## src/rtl/uart_pkg.sv

```systemverilog
// Shared UART constants and types used by the receive and transmit paths.
// Build option: UART_RX_FIFO_IRQ_EN enables the receive-FIFO interrupt output.
package uart_pkg;

  localparam int UART_DATA_W        = 8;
  localparam int UART_RX_FIFO_DEPTH = 16;
  localparam int UART_RX_FIFO_AW    = 4;

  typedef logic [UART_DATA_W-1:0] uart_byte_t;

endpackage

```

## src/rtl/uart_rx_edge_sync.sv

```systemverilog
// Brings a level from a foreign clock domain onto clk and emits a one-cycle
// pulse per rising edge, independent of how long the source level stays high.
module uart_rx_edge_sync (
  input  logic clk,
  input  logic rst,
  input  logic i_async,
  output logic o_pulse
);

  logic r_s1;
  logic r_s2;
  logic r_s3;

  always_ff @(posedge clk) begin
    if (rst) begin
      r_s1 <= 1'b0;
      r_s2 <= 1'b0;
      r_s3 <= 1'b0;
    end else begin
      r_s1 <= i_async;
      r_s2 <= r_s1;
      r_s3 <= r_s2;
    end
  end

  assign o_pulse = r_s2 & ~r_s3;

endmodule

```

## src/rtl/uart_rx_fifo.sv

```systemverilog
// Receive buffer behind the UART receiver: one push per frame-done edge, FWFT pop,
// fill status and a sticky overrun flag. Build option: UART_RX_FIFO_IRQ_EN adds irq.
module uart_rx_fifo
  import uart_pkg::*;
#(
  parameter int DATA_W     = UART_DATA_W,
  parameter int DEPTH      = UART_RX_FIFO_DEPTH,
  parameter int ADDR_W     = UART_RX_FIFO_AW
`ifdef UART_RX_FIFO_IRQ_EN
  ,
  parameter int IRQ_THRESH = 1
`endif
) (
  input  logic              clk,
  input  logic              rst,
  input  logic              rx_ready,
  input  logic [DATA_W-1:0] rx_data,
  input  logic              rd_en,
  output logic [DATA_W-1:0] rd_data,
  output logic              empty,
  output logic              full,
  output logic [ADDR_W:0]   count,
  output logic              overrun,
  input  logic              clr_ovr
`ifdef UART_RX_FIFO_IRQ_EN
  ,
  output logic              irq
`endif
);

  localparam logic [ADDR_W:0]   L_DEPTH   = (ADDR_W+1)'(DEPTH);
  localparam logic [ADDR_W:0]   L_CNT_ONE = (ADDR_W+1)'(1);
  localparam logic [ADDR_W-1:0] L_PTR_ONE = ADDR_W'(1);

  logic [DATA_W-1:0] r_mem [DEPTH];
  logic [ADDR_W-1:0] r_wr_ptr;
  logic [ADDR_W-1:0] r_rd_ptr;
  logic [ADDR_W:0]   r_count;
  logic              r_overrun;

  logic w_push;
  logic w_pop;
  logic w_wr;
  logic w_drop;
  logic w_empty;
  logic w_full;

  uart_rx_edge_sync u_edge_sync (
    .clk     (clk),
    .rst     (rst),
    .i_async (rx_ready),
    .o_pulse (w_push)
  );

  assign w_empty = (r_count == '0);
  assign w_full  = (r_count == L_DEPTH);

  // A pop frees the head slot in the same edge, so a push into a full FIFO
  // still lands when a valid pop accompanies it.
  assign w_pop  = rd_en & ~w_empty;
  assign w_wr   = w_push & (~w_full | w_pop);
  assign w_drop = w_push & w_full & ~w_pop;

  // rx_data is stable for a whole frame around rx_ready, so it is sampled
  // directly in the push cycle without its own synchroniser.
  always_ff @(posedge clk) begin
    if (w_wr) begin
      r_mem[r_wr_ptr] <= rx_data;
    end
  end

  always_ff @(posedge clk) begin
    if (rst) begin
      r_wr_ptr  <= '0;
      r_rd_ptr  <= '0;
      r_count   <= '0;
      r_overrun <= 1'b0;
    end else begin
      if (w_wr) begin
        r_wr_ptr <= r_wr_ptr + L_PTR_ONE;
      end
      if (w_pop) begin
        r_rd_ptr <= r_rd_ptr + L_PTR_ONE;
      end
      case ({w_wr, w_pop})
        2'b10:   r_count <= r_count + L_CNT_ONE;
        2'b01:   r_count <= r_count - L_CNT_ONE;
        default: r_count <= r_count;
      endcase
      // Set has priority so a drop coinciding with a clear is not lost.
      if (w_drop) begin
        r_overrun <= 1'b1;
      end else if (clr_ovr) begin
        r_overrun <= 1'b0;
      end
    end
  end

`ifdef UART_RX_FIFO_IRQ_EN
  localparam logic [ADDR_W:0] L_IRQ_THRESH = (ADDR_W+1)'(IRQ_THRESH);

  logic r_irq;

  always_ff @(posedge clk) begin
    if (rst) begin
      r_irq <= 1'b0;
    end else begin
      r_irq <= (r_count >= L_IRQ_THRESH) | r_overrun;
    end
  end

  assign irq = r_irq;
`endif

  assign rd_data = r_mem[r_rd_ptr];
  assign empty   = w_empty;
  assign full    = w_full;
  assign count   = r_count;
  assign overrun = r_overrun;

endmodule
```

## config.mk

```make
export PLATFORM = sky130hd
export DESIGN_NAME = uart_rx_fifo
export DESIGN_NICKNAME = d
export VERILOG_FILES = /design/src/rtl/uart_pkg.sv /design/src/rtl/uart_rx_edge_sync.sv /design/src/rtl/uart_rx_fifo.sv
export SDC_FILE = /design/constraint.sdc
export NUM_CORES = 1
export LEC_CHECK = 0
export ABC_AREA = 1
export ABC_CLOCK_PERIOD_IN_PS = 3500
export CORE_MARGIN = 2
export CORE_UTILIZATION = 40
export CTS_CLUSTER_SIZE = 40
export DETAILED_ROUTE_END_ITERATION = 10
export MAX_ROUTING_LAYER = met4
export PLACE_DENSITY = 0.6
export SETUP_SLACK_MARGIN = 0.5
export SLEW_MARGIN = 0
export SYNTH_ARGS = -nofsm -noshare
export SYNTH_HDL_FRONTEND = slang
export SYNTH_SLANG_ARGS = --single-unit
```

## constraint.sdc

```tcl
create_clock -name clk -period 3.5 [get_ports clk]
set_input_delay 0.7 -clock clk [delete_from_list [all_inputs] [get_ports clk]]
set_output_delay 0.7 -clock clk [all_outputs]
set_load 0.01 [all_outputs]
```

==> run summary <==
The share of synthesized registers carrying an async set or reset was 0%; the number of setup violations in the final report was 0. After the first detailed-routing iteration, the DRC count stood at 320. From synthesis to final layout, the design area changed by 18.47%. The number of cells traversed by the worst register-to-register path was 6; the I/O pin count was 29. The arrival time at the worst endpoint was 2.29 ns; the count of flip-flops with a built-in enable after synthesis was 128. The run gives 17 as the total CTS buffers. The most used flip-flop cell after synthesis is edfxtp_1. Cell area power density: 682.7 nW/um^2. The element type at the critical path end was an output port. The logs give 45 for the number of core rows and 30 for the number of distinct library cells after synthesis. The slew at the pin with the worst max-slew slack was 0.8571 ns. In the final design database the tool counted 557 nets.

The via count of the first global-routing pass is 3838, and the worst path buffer plus inverter count is 2. Among cell families on the critical path, the largest total delay comes from buffers and inverters. For this run, the slowest stage of the critical path takes 0.48 ns. On the final layout, the worst clock skew is 0.007721 ns. The startpoint identified for the worst register-to-register timing path is count[0]. The path category of the worst min-delay check is register to register. The fraction of layout cells with a size suffix above 1 is 10.18%, and the via-per-instance ratio is 5.275. A synthesized cell averages 12.44 um^2. For the post-route non-filler standard cell count, the log shows 738. The global router's overall resource usage is 19.04%, and the residual overflow from global routing is 0.

The logs give 2.80 ns for the required time of the critical path and 42.68% for the relative max-transition margin. The critical path is of the register to output port type. TritonCTS built the clock tree. The initial antenna violation count is 0. The analysis attributes to cell leakage a power of 2.618 nW. The first global-routing pass estimated 22090 um of wire. The count of buffers from port buffering was 28; the clock tree buffer depth was 2.

The synthesized netlist occupies a cell area of 6206 um^2. The run gives 0 as the count of nets left with antenna violations after detail routing. Critical-path cell with the highest stage delay: clkdlybuf4s50_1. The sequential element share of the synthesized area came out at 68.71%.

The post-detailed-route wirelength per cell is 19.40 um. The run gives 0 as the count of endpoints failing hold in the final timing report. The library cells used most frequently in the layout, excluding fill and tap cells, are edfxtp_1, inv_1, a21oi_1, o21ai_0, nand2_1.

The die boundary height was 128.6 um. Counting instances, the worst hold path has a depth of 2. The cell count after synthesis came out at 499. The clock net sink count came out at 149.

After detailed routing, the number of remaining DRC violations is 0. The flow ran to the end, and the final reports show no timing, DRC or antenna violations. Total placed cells including tap cells: 696. The die is 128.6 um wide. Setup repair after global routing could not meet its margin everywhere. For this block, the via count after detailed routing is 3893. Along the worst path, the maximum fanout reaches 28. Area of the die: 16530 um^2. Dividing the final minimum period by the clock period gives 85.52%. The clock reaches the later pin of the worst-skew pair after 0.42 ns.

The clock edge transition at the registers on the reported setup and hold paths came out at 0.06 ns. The max capacitance violation total is 0. Derived from the worst setup path, the maximum achievable clock frequency is 334.1 MHz. The number of antenna diodes in the final layout is 0.

The hold buffer count at cts was 0. For the HPWL after detailed placement, the log shows 9044 um. In this run the critical register-to-register path is captured at r_mem[3][7]. The count of state elements after synthesis was 149; the synthesized netlist net count was 519. The initial utilization of the core area, before any placement, comes to 40.82%. The library cell used most frequently in the layout, excluding fill and tap cells, is edfxtp_1.

The run gives 0.4759 mV as the maximum ir drop on the vdd rail. For the final routed database, the setup TNS stands at 0 ns. For this run, the detailed router's first-pass iteration total came to 4. The tools report the largest net degree at the start of global routing as 29. The clock period minus worst slack was 2.993 ns; the placeable core region was 15200 um^2. The tree is rooted in a clkbuf_16.

The worst hold path terminates at u_edge_sync.r_s2. The worst hold path begins at u_edge_sync.r_s1. During synthesis, Yosys emitted a total of 0 warnings.

The post-detailed-routing wire length came out at 14320 um. Traced cell by cell, the critical path runs through bufbuf_16 > mux2i_1 > o21ai_0 > o211ai_1 > nand2_1 > clkdlybuf4s50_1. For the final count of pins violating max slew, the log shows 0. STA classifies the critical path startpoint as a register. The H-tree depth was 4; the setup slack of the most critical reg-to-reg path was 1.28 ns.

The tools report the routability congestion estimate from global placement as 0.8394.
[stage by stage]
step / setup WS [ns] / utilization, % / hold WS [ns] / instance area, um^2 / total power [mW]
after floorplan: 1.588 / - / 0.3883 / 6206 / 2.815
after global placement: 0.5368 / 43.78 / 0.3980 / 6655 / 3.214
after detailed placement: 0.5475 / 43.78 / 0.3989 / 6655 / 3.225
after CTS: 0.5044 / 48.26 / 0.4083 / 7337 / 5.039
after global routing: 0.4129 / 48.36 / 0.4259 / 7352 / 5.237
final: 0.5066 / 48.36 / 0.4059 / 7352 / 5.019
[logic make-up (layout without fill, tap and decap cells)]
group / after synthesis / in the layout / share of synthesized area (%)
XOR/XNOR: 1 / 1 / 0.1412
AO/OA/AOI/OAI: 123 / 123 / 11.57
flip-flops: 149 / 149 / 68.71
AND/OR/NAND/NOR: 97 / 97 / 7.137
buffers and inverters: 90 / 141 / 5.867
multiplexers: 32 / 32 / 5.161
adder cells (fa/ha/maj): 7 / 7 / 1.411
[layout make-up]
| type | count | area, um^2 |
|---|---|---|
| Clock buffer | 21 | 440.4 |
| Clock inverter | 11 | 110.1 |
| Fill cell | 1333 | 7850 |
| Inverter | 67 | 259.0 |
| Multi-Input combinational cell | 260 | 1582 |
| Sequential cell | 149 | 4272 |
| Tap cell | 188 | 235.2 |
| Timing Repair Buffer | 41 | 449.2 |
| Timing Repair inverter | 1 | 5.005 |
[worst max-delay path by stage]
stage	start	end	slack [ns]	cells past startpoint
CTS	register	rd_data[4]	0.50	7
global placement	rd_en	r_mem[3][0]	0.54	5
detailed placement	rd_en	r_mem[3][0]	0.55	5
global route	register	rd_data[7]	0.41	6
finish	register	rd_data[7]	0.51	6
floorplan	register	rd_data[1]	1.59	8
[power breakdown]
group / leakage [nW] / total (mW) / switching [mW] / internal [mW]
Combinational: 1.03 / 1.26 / 0.716 / 0.545
Clock: 0.265 / 1.70 / 0.667 / 1.04
Sequential: 1.32 / 2.05 / 0.0738 / 1.98
Total: 2.62 / 5.02 / 1.46 / 3.56
[flip-flops by register name (all words and copies together), names as in the netlist, named ones only]
name              cells
u_edge_sync.r_s1      1
overrun               1
r_wr_ptr              4
u_edge_sync.r_s3      1
r_rd_ptr              4
count                 5
u_edge_sync.r_s2      1
r_mem               128
[per-layer routing]
metal / part of all wire [%] / GRT usage, %
met1: 46 / 24.80
met2: 47 / 29.35
met5: 0 / -
met3: 5.5 / 5.073
met4: 1.3 / 5.946
[timing repair]
action                                  4_1_cts  5_1_grt
buffers inserted                              8        0
resized for setup                             8        6
gates cloned                                  1        1
endpoints found under the setup margin        8        8
[worst reg2reg max path, stage by stage (launching register included)]
cell,delay (ns)
dfxtp_1,0.43
nor2_2,0.10
nand2_2,0.09
nor2_4,0.05
a21oi_4,0.23
nand2_1,0.23
nor2_1,0.71
[cells in the mapped netlist, drive strengths merged (5+ instances only)]
library cell / count / share of area (%)
edfxtp: 128 / 62
a21oi: 40 / 3.4
nand3: 19 / 1.7
dfxtp: 21 / 6.8
nand2: 40 / 2.5
o211ai: 33 / 4.0
buf: 10 / 1.0
mux2i: 32 / 5.2
clkbuf: 13 / 0.79
inv: 67 / 4.1
nor2: 31 / 2.1
nand4: 5 / 0.50
o21ai: 47 / 3.8
ha: 7 / 1.4
No activity file was read; power rests on OpenSTA's default activity.
